==> src/rtl/crforth_io_pkg.sv <==
// Shared definitions for the CPU I/O stall responder.
//   io_state_e   - responder FSM state encoding (2 bits)
//   IO_OUT/IO_IN - decode of the CPU's i_IOTYPE request bit
//   IN_ERR_VALUE - word returned to the register file when an IN times out
package crforth_io_pkg;

  typedef enum logic [1:0] {
    StIdle    = 2'd0,
    StOutWait = 2'd1,
    StInWait  = 2'd2,
    StDone    = 2'd3
  } io_state_e;

  localparam logic        IO_OUT       = 1'b0;
  localparam logic        IO_IN        = 1'b1;
  localparam logic [15:0] IN_ERR_VALUE = 16'hFFFF;

endpackage

==> src/rtl/io_rx_buffer.sv <==
// One-entry holding register for peripheral RX words.
// Ports:
//   clk_i, rst_ni - clock and asynchronous active-low reset
//   fill_i        - capture data_i (caller only fills while empty)
//   data_i        - incoming word
//   pop_i         - consume the held word (caller only pops while full)
//   full_o        - a word is held
//   data_o        - held word
module io_rx_buffer #(
  parameter int unsigned Width = 16
) (
  input  logic             clk_i,
  input  logic             rst_ni,
  input  logic             fill_i,
  input  logic [Width-1:0] data_i,
  input  logic             pop_i,
  output logic             full_o,
  output logic [Width-1:0] data_o
);

  logic             full_q, full_d;
  logic [Width-1:0] data_q, data_d;

  always_comb begin
    full_d = full_q;
    data_d = data_q;
    if (pop_i) begin
      full_d = 1'b0;
    end
    if (fill_i) begin
      full_d = 1'b1;
      data_d = data_i;
    end
  end

  always_ff @(posedge clk_i or negedge rst_ni) begin
    if (!rst_ni) begin
      full_q <= 1'b0;
      data_q <= '0;
    end else begin
      full_q <= full_d;
      data_q <= data_d;
    end
  end

  assign full_o = full_q;
  assign data_o = data_q;

endmodule

==> src/rtl/io_responder.sv <==
// Device-side responder for the CPU IN/OUT stall protocol. While the CPU
// holds i_IOPAUSE, an OUT presents i_OUTDATA on the TX valid/ready channel
// and an IN returns the buffered RX word; either way o_IODONE pulses for one
// cycle to release the stall. A per-request wait-state counter aborts the
// request with o_IOERR after TIMEOUT cycles (TIMEOUT=0 disables it).
// Ports:
//   i_CLK, i_RST_N          - clock, asynchronous active-low reset
//   i_IOPAUSE, i_IOTYPE     - CPU request and its direction (0=OUT, 1=IN)
//   i_OUTDATA               - OUT operand
//   o_INDATA                - IN result (held until the next IN completion)
//   o_IODONE, o_IOERR       - release pulse and timeout flag
//   o_TXVALID/o_TXDATA/i_TXREADY - TX channel
//   i_RXVALID/i_RXDATA/o_RXREADY - RX channel
module io_responder
  import crforth_io_pkg::*;
#(
  parameter int unsigned TIMEOUT = 1023,
  parameter int unsigned CNT_W   = 10
) (
  input  logic        i_CLK,
  input  logic        i_RST_N,
  input  logic        i_IOPAUSE,
  input  logic        i_IOTYPE,
  input  logic [15:0] i_OUTDATA,
  output logic [15:0] o_INDATA,
  output logic        o_IODONE,
  output logic        o_IOERR,
  output logic        o_TXVALID,
  output logic [15:0] o_TXDATA,
  input  logic        i_TXREADY,
  input  logic        i_RXVALID,
  input  logic [15:0] i_RXDATA,
  output logic        o_RXREADY
);

  localparam logic             TimeoutEn   = (TIMEOUT != 0);
  localparam logic [CNT_W-1:0] TimeoutLast = CNT_W'(TIMEOUT - 1);

  io_state_e        state_q, state_d;
  logic [CNT_W-1:0] cnt_q, cnt_d;
  logic             tx_valid_q, tx_valid_d;
  logic [15:0]      tx_data_q, tx_data_d;
  logic [15:0]      in_data_q, in_data_d;
  logic             done_q, done_d;
  logic             err_q, err_d;

  logic             rx_full;
  logic [15:0]      rx_data;
  logic             rx_fill;
  logic             rx_pop;
  logic             timed_out;

  // Ready drops during reset so no word is captured while the buffer is held.
  assign o_RXREADY = i_RST_N & ~rx_full;
  assign rx_fill   = i_RXVALID & o_RXREADY;
  assign timed_out = TimeoutEn && (cnt_q == TimeoutLast);

  io_rx_buffer #(
    .Width (16)
  ) u_rx_buffer (
    .clk_i  (i_CLK),
    .rst_ni (i_RST_N),
    .fill_i (rx_fill),
    .data_i (i_RXDATA),
    .pop_i  (rx_pop),
    .full_o (rx_full),
    .data_o (rx_data)
  );

  always_comb begin
    state_d    = state_q;
    cnt_d      = cnt_q;
    tx_valid_d = tx_valid_q;
    tx_data_d  = tx_data_q;
    in_data_d  = in_data_q;
    done_d     = 1'b0;
    err_d      = err_q;
    rx_pop     = 1'b0;

    unique case (state_q)
      StIdle: begin
        if (i_IOPAUSE) begin
          cnt_d = '0;
          if (i_IOTYPE == IO_IN) begin
            state_d = StInWait;
          end else begin
            tx_data_d  = i_OUTDATA;
            tx_valid_d = 1'b1;
            state_d    = StOutWait;
          end
        end
      end

      StOutWait: begin
        cnt_d = cnt_q + CNT_W'(1);
        if (!i_IOPAUSE) begin
          // CPU withdrew the request: drop the word, no release pulse.
          tx_valid_d = 1'b0;
          state_d    = StIdle;
        end else if (tx_valid_q && i_TXREADY) begin
          // Completion is checked before the timeout so it wins a tie.
          tx_valid_d = 1'b0;
          err_d      = 1'b0;
          done_d     = 1'b1;
          state_d    = StDone;
        end else if (timed_out) begin
          tx_valid_d = 1'b0;
          err_d      = 1'b1;
          done_d     = 1'b1;
          state_d    = StDone;
        end
      end

      StInWait: begin
        cnt_d = cnt_q + CNT_W'(1);
        if (!i_IOPAUSE) begin
          // Buffered RX word stays put for a later IN.
          state_d = StIdle;
        end else if (rx_full) begin
          in_data_d = rx_data;
          rx_pop    = 1'b1;
          err_d     = 1'b0;
          done_d    = 1'b1;
          state_d   = StDone;
        end else if (timed_out) begin
          in_data_d = IN_ERR_VALUE;
          err_d     = 1'b1;
          done_d    = 1'b1;
          state_d   = StDone;
        end
      end

      StDone: begin
        err_d   = 1'b0;
        state_d = StIdle;
      end

      default: state_d = StIdle;
    endcase
  end

  always_ff @(posedge i_CLK or negedge i_RST_N) begin
    if (!i_RST_N) begin
      state_q    <= StIdle;
      cnt_q      <= '0;
      tx_valid_q <= 1'b0;
      tx_data_q  <= '0;
      in_data_q  <= '0;
      done_q     <= 1'b0;
      err_q      <= 1'b0;
    end else begin
      state_q    <= state_d;
      cnt_q      <= cnt_d;
      tx_valid_q <= tx_valid_d;
      tx_data_q  <= tx_data_d;
      in_data_q  <= in_data_d;
      done_q     <= done_d;
      err_q      <= err_d;
    end
  end

  assign o_INDATA  = in_data_q;
  assign o_IODONE  = done_q;
  assign o_IOERR   = err_q;
  assign o_TXVALID = tx_valid_q;
  assign o_TXDATA  = tx_data_q;

endmodule

==> config.mk <==
export PLATFORM = sky130hd
export DESIGN_NAME = io_responder
export DESIGN_NICKNAME = d
export VERILOG_FILES = /design/src/rtl/crforth_io_pkg.sv /design/src/rtl/io_rx_buffer.sv /design/src/rtl/io_responder.sv
export SDC_FILE = /design/constraint.sdc
export NUM_CORES = 1
export LEC_CHECK = 0
export BUFFER_PORTS_ARGS = -buffer_cell sky130_fd_sc_hd__buf_2
export CAP_MARGIN = 30
export CORE_AREA = 2 2 83 85
export CTS_BUF_LIST = sky130_fd_sc_hd__clkbuf_16
export CTS_CLUSTER_SIZE = 16
export DETAILED_ROUTE_END_ITERATION = 8
export DIE_AREA = 0 0 85 87
export GPL_ROUTABILITY_DRIVEN = 0
export PLACE_DENSITY_LB_ADDON = 0.1
export REMOVE_ABC_BUFFERS = 1
export SYNTH_ARGS = -nofsm -noshare
export SYNTH_HDL_FRONTEND = slang
export SYNTH_SLANG_ARGS = --single-unit
export TNS_END_PERCENT = 100
==> constraint.sdc <==
create_clock -name i_CLK -period 1.87 [get_ports i_CLK]
set_input_delay 0 -clock i_CLK [delete_from_list [all_inputs] [get_ports i_CLK]]
set_output_delay 0 -clock i_CLK [all_outputs]
set_load 0.01 [all_outputs]
**Word level (Yosys, flattened, before mapping)**

Index checks and enable logic that the tools add are counted.

- Add/sub/neg operators: 1
- Eq/ne operators: 9
- Multiplexer cells: 35
- Bitwise gates (word level): 4
- Reduce and logical (&&, ||, !) cells: 13

Operator list:

| kind | number |
|---|---|
| 16-bit two-way mux | 2 |
| 1-bit two-way mux | 20 |
| 10-bit case mux with 2 select lines | 1 |
| 2-bit two-way mux | 7 |
| 10-bit by 1-bit adder with 10-bit output (second input constant) | 1 |
| 10-bit equality test (second input constant) | 1 |
| 10-bit two-way mux | 1 |
| 3-bit AND reduction | 3 |
| 2-bit != test (second input constant) | 4 |
| 2-bit case mux with 4 select lines | 1 |
| 2-bit nonzero test | 4 |
| 2-bit equality test (second input constant) | 2 |
| 4-bit != test (second input constant) | 1 |
| 1-bit case mux with 2 select lines | 2 |
| 4-bit AND reduction | 1 |
| 1-bit case mux with 3 select lines | 1 |
| 3-bit nonzero test | 1 |
| 1-bit bitwise AND | 2 |
| 2-bit by 1-bit equality test with 1-bit output (second input constant) | 1 |
| 2-bit zero test | 1 |
| 1-bit NOT | 2 |
| 2-bit AND reduction | 1 |
| 2-bit OR reduction | 1 |
| 1-bit logical AND | 1 |

- Flip-flop bits (word level): 64
- Input bits: 38
- Output and inout port bits: 36
- Logic and storage cells: 71

**Longest topological paths before layout**

- Depth after elaboration: 5
- Mapped depth: 7
- Depth with buffers taken out: 6

**Modules after synthesis**

A second synthesis with hierarchy kept.

- Cells, all modules: 219
- Area, all modules: 2850.2 µm²

Modules (own cells, without submodules):

| module | instances | cells an instance | area each (µm²) | seq. area each (µm²) |
|---|---|---|---|---|
| io_responder | 1 | 182 | 2167.1 | 1176.1 |
| io_rx_buffer | 1 | 37 | 683.2 | 425.4 |

**Worst setup path before layout**

Ideal clock, no wire load.

- Path kind: register to register
- Start: register state_q[0]
- End: register cnt_q[5]
- Setup time: 0.120 ns
- Arrival time: 1.590 ns
- Required time: 1.750 ns
- Setup slack: 0.160 ns
- Cell stages (with the launch flop): 8
- Path buffers: 1
- Clock period less this slack: 1.710 ns
- Path through: dfrtp_1 inv_1 ha_1 buf_2 mux2i_1 nor3_1 a21oi_1 a31o_2

- Word-level cells in the longest chain between the ends: 4
- Elaborated cells between the ends (all ways): 8
- Classes of those cells: eq/ne (3); mux (1); reduce/logical (4)

RTL lines:

| item | RTL line | source |
|---|---|---|
| start, declared | io_responder.sv:39 | `io_state_e state_q, state_d;` |
| start signal, assigned | io_responder.sv:144 | `state_q <= StIdle;` |
| start signal, assigned | io_responder.sv:152 | `state_q <= state_d;` |
| 2-bit equality test or 2-bit by 1-bit equality test with 1-bit output (tied branches) | io_responder.sv:80 | `unique case (state_q)` |
| 2-bit OR reduction (no line) | - |  |
| 2-bit nonzero test (no line) | - |  |
| 2-bit AND reduction (no line) | - |  |
| end signal, assigned | io_responder.sv:153 | `cnt_q <= cnt_d;` |
| end, declared | io_responder.sv:40 | `logic [CNT_W-1:0] cnt_q, cnt_d;` |

Parallel ways exist; a longest one is shown, timed or not.
A chain may end at the register's enable or synchronous reset.

**Worst setup path in the final report**

- Start: register state_q[0]
- End: register cnt_q[8]

The elaborated chain is that of the path after synthesis.

==> flow_metrics.tcl <==
set metrics [dict create \
    status "finished clean" \
    placementRows 30 \
    cts_tree "yes" \
    r2r-start "state_q[0]" \
    p_switching_w 0.00213 \
    timing.hold.ws_ps 33.4 \
    path_class "flop to flop" \
    synth_edf_count 0 \
    syn_area_mm2 0.00284 \
    synthArstFlopShare_pct 100 \
    swShare_pct 34.1 \
    slew_headroom_pct 47.2 \
    slew_violations 0 \
    grt-ovfl-total 0 \
    start_util_pct 43.2 \
    drc_errors 0 \
    final_antenna_net_count 0 \
    pwr-share-seq_pct 38.0 \
    intPower_w 0.00413 \
    fin_crit_ps 1720 \
    yosysUniqueCellTypes 43 \
    syn2layout_area_growth_pct 39.5 \
    fillers 549 \
    pwr-share-clk_pct 23.9 \
    core_area_mm2 0.00657 \
    netlist.area_leader.share_pct 56.5 \
    hp-class "input pin to flop" \
    vdd_drop_max_mv 0.770 \
    clkLatencyLatePin_ps 320 \
    grt_use_total_pct 17.6 \
    synth_simple_gate_area_share_pct 10.7 \
    antennaDiodeCount 0 \
    grt_pass1_vias 2159 \
    cp-startpoint "state_q[0]" \
    skew_ps 5.17 \
    yosys-top-cells-area "dfrtp_1, mux2_2, o22a_2, ha_1, nand2_1" \
    clkTransAtPathRegs_ps 60 \
    drv.max_cap_violation_count 0 \
    synthCells 224 \
    layout_commonest_cell "buf_2" \
    wire_per_inst_um 14.7 \
    antenna_found_initial 0 \
    route.detailed.vias_per_inst 5.14 \
    tightest_slew_ps 792 \
    dpl_cell_area_mm2 0.00332 \
    nNetsFinal 384 \
    startpoint_type "flop" \
    fin_crit_sh_pct 91.8 \
    r2r_cells 6 \
    h-tree-depth 3 \
    die_area_mm2 0.00740 \
    post-cts-setup-buffers 0 \
    synth_compound_area_share_pct 12.4 \
    fmaxAchievable_mhz 582 \
    cts_num_sinks 64 \
    cp_max_fo 6 \
    setup_viol 0 \
    fp.dieW_um 85 \
    crit_required_ps 2080 \
    ioPinCount 74 \
    ys_ff_latch 64 \
    routed_wl_um 6240 \
    cts_buffers 9 \
    synthAdderAreaFrac_pct 2.65 \
    vias 2184 \
    drt_pass1_iterations 4 \
    p_comb_share_pct 38.1 \
    postSynthAreaPerCell_um2 12.7 \
    final_cell_mix "buf_2, dfrtp_1, dlygate4sd3_1, mux2_2" \
    r2r_slack_ps 150 \
    ys_warn_count 0 \
    die_y_um 87 \
    yosysTopAreaCell "dfrtp_1" \
    rsz0062_at_grt "false" \
    yosysSeqAreaShare_pct 56.5 \
    r2r-end "cnt_q[8]" \
    critPathCaptureType "flop" \
    arrival_ps 1930 \
    grt_max_degree 65 \
    hpwlAfterDp_um 3900 \
    leakage_nw 1.81 \
    synthXorXnorAreaFrac_pct 1.54 \
    synth_top_family_by_area "multiplexers" \
    setup-tns-final_ps 0 \
    port_buffers 73 \
    fin_area_mm2 0.00396 \
    endpoint "cnt_q[8]" \
    drt_iter0_drc 124 \
    hold_violations 0 \
    clockBufferDepth 2 \
    grt_pass1_wl_um 10200 \
    root_buffer "clkbuf_16" \
    power_density_mw_per_mm2 1580 \
    drive_above_1_share_pct 44.6 \
    synthMuxAreaShare_pct 13.8 \
    ys_dominant_reg_cell "dfrtp_1" \
]
==> area by class of cell <==
| cell class | instances | area [um2] | area share (%) |
|---|---|---|---|
| Timing Repair Buffer | 114 | 771 | 19.5 |
| Tap cell | 80 | 100 | 2.53 |
| Clock buffer | 9 | 225 | 5.69 |
| Clock inverter | 7 | 48.8 | 1.23 |
| Inverter | 6 | 22.5 | 0.569 |
| Sequential cell | 64 | 1600 | 40.5 |
| Multi-Input combinational cell | 145 | 1190 | 30.0 |
==> how the worst min path moves through the flow <==
stage          slack [ps]                endpoint         start  cells past startpoint
2_1_floorplan        -300                cnt_q[0]       i_RST_N                      0
3_3_place_gp          230  u_rx_buffer.data_o[15]  i_RXDATA[15]                      2
5_1_grt                50              state_q[1]      i_IOTYPE                      3
4_1_cts                20              state_q[1]      i_IOTYPE                      3
6_report               30              state_q[1]      i_IOTYPE                      3
3_5_place_dp          240             o_TXDATA[8]  i_OUTDATA[8]                      2
==> layer usage <==
| metal | part of all wire (%) | GRT usage (%) | vias up | routed length, um |
|---|---|---|---|---|
| met2 | 47 | 28.2 | 77 | 2960 |
| met3 | 6.0 | 4.93 | 10 | 374 |
| met4 | 1.6 | 8.08 | 0 | 97 |
| li1 | - | - | 1048 | - |
| met1 | 45 | 22.4 | 1049 | 2800 |
| met5 | 0 | 0 | - | 0 |
==> critical path, stage by stage, from the launching register on <==
cell,delay [ps]
dfrtp_1,430
inv_1,110
ha_1,270
mux2i_4,350
and4bb_2,270
xnor2_1,120
nor2_1,50
==> power groups by stage <==
stage | registers, W | clock network [W] | logic [W]
after floorplan | 0.00254 | 0 | 0.00126
after global placement | 0.00238 | 0 | 0.00224
after detailed placement | 0.00239 | 0 | 0.00228
after CTS | 0.00238 | 0.00153 | 0.00235
after global routing | 0.00247 | 0.00162 | 0.00262
final | 0.00238 | 0.00150 | 0.00239
==> cell usage after synthesis (2+ instances only) <==
cell	n
nor3_1	2
a22oi_1	2
nand2_1	16
nand2_2	2
nor2b_1	3
nand3b_1	2
buf_2	6
xnor2_1	5
o21a_1	2
inv_1	6
and3_1	2
dfrtp_1	64
o22a_2	16
nand3_1	5
o21ai_0	7
mux2i_1	3
nor2_1	10
clkbuf_1	2
a21oi_1	7
mux2_2	32
nand2b_1	3
ha_1	6
==> through the flow <==
stage               utilization [%]  setup slack [ps]  cells  power (W)
global placement               50.5               149    375    0.00462
detailed placement             50.5              87.4    375    0.00467
global route                   60.2              31.4    425    0.00672
CTS                            59.9              33.9    425    0.00626
floorplan                         -               151    215    0.00380
finish                         60.2               153    425    0.00626
==> cells by family after synthesis <==
| family | after synthesis |
|---|---|
| adder cells (fa/ha/maj) | 6 |
| flip-flops | 64 |
| AO/OA/AOI/OAI | 44 |
| XOR/XNOR | 5 |
| multiplexers | 35 |
| AND/OR/NAND/NOR | 55 |
| buffers and inverters | 15 |
==> registers in the layout, summed over array words and instances (netlist names) <==
register            cells
u_rx_buffer.full_o      1
u_rx_buffer.data_o     16
cnt_q                  10
o_IOERR                 1
o_TXDATA               16
state_q                 2
o_TXVALID               1
o_INDATA               16
o_IODONE                1
==> what timing repair did <==
action                                  in CTS  in global routing
hold buffers                                34                  0
endpoints found under the setup margin       0                  4
hold endpoints to repair                    97                  0
resized for setup                            0                  4
Note: power is estimated with default switching activity, not from simulation.
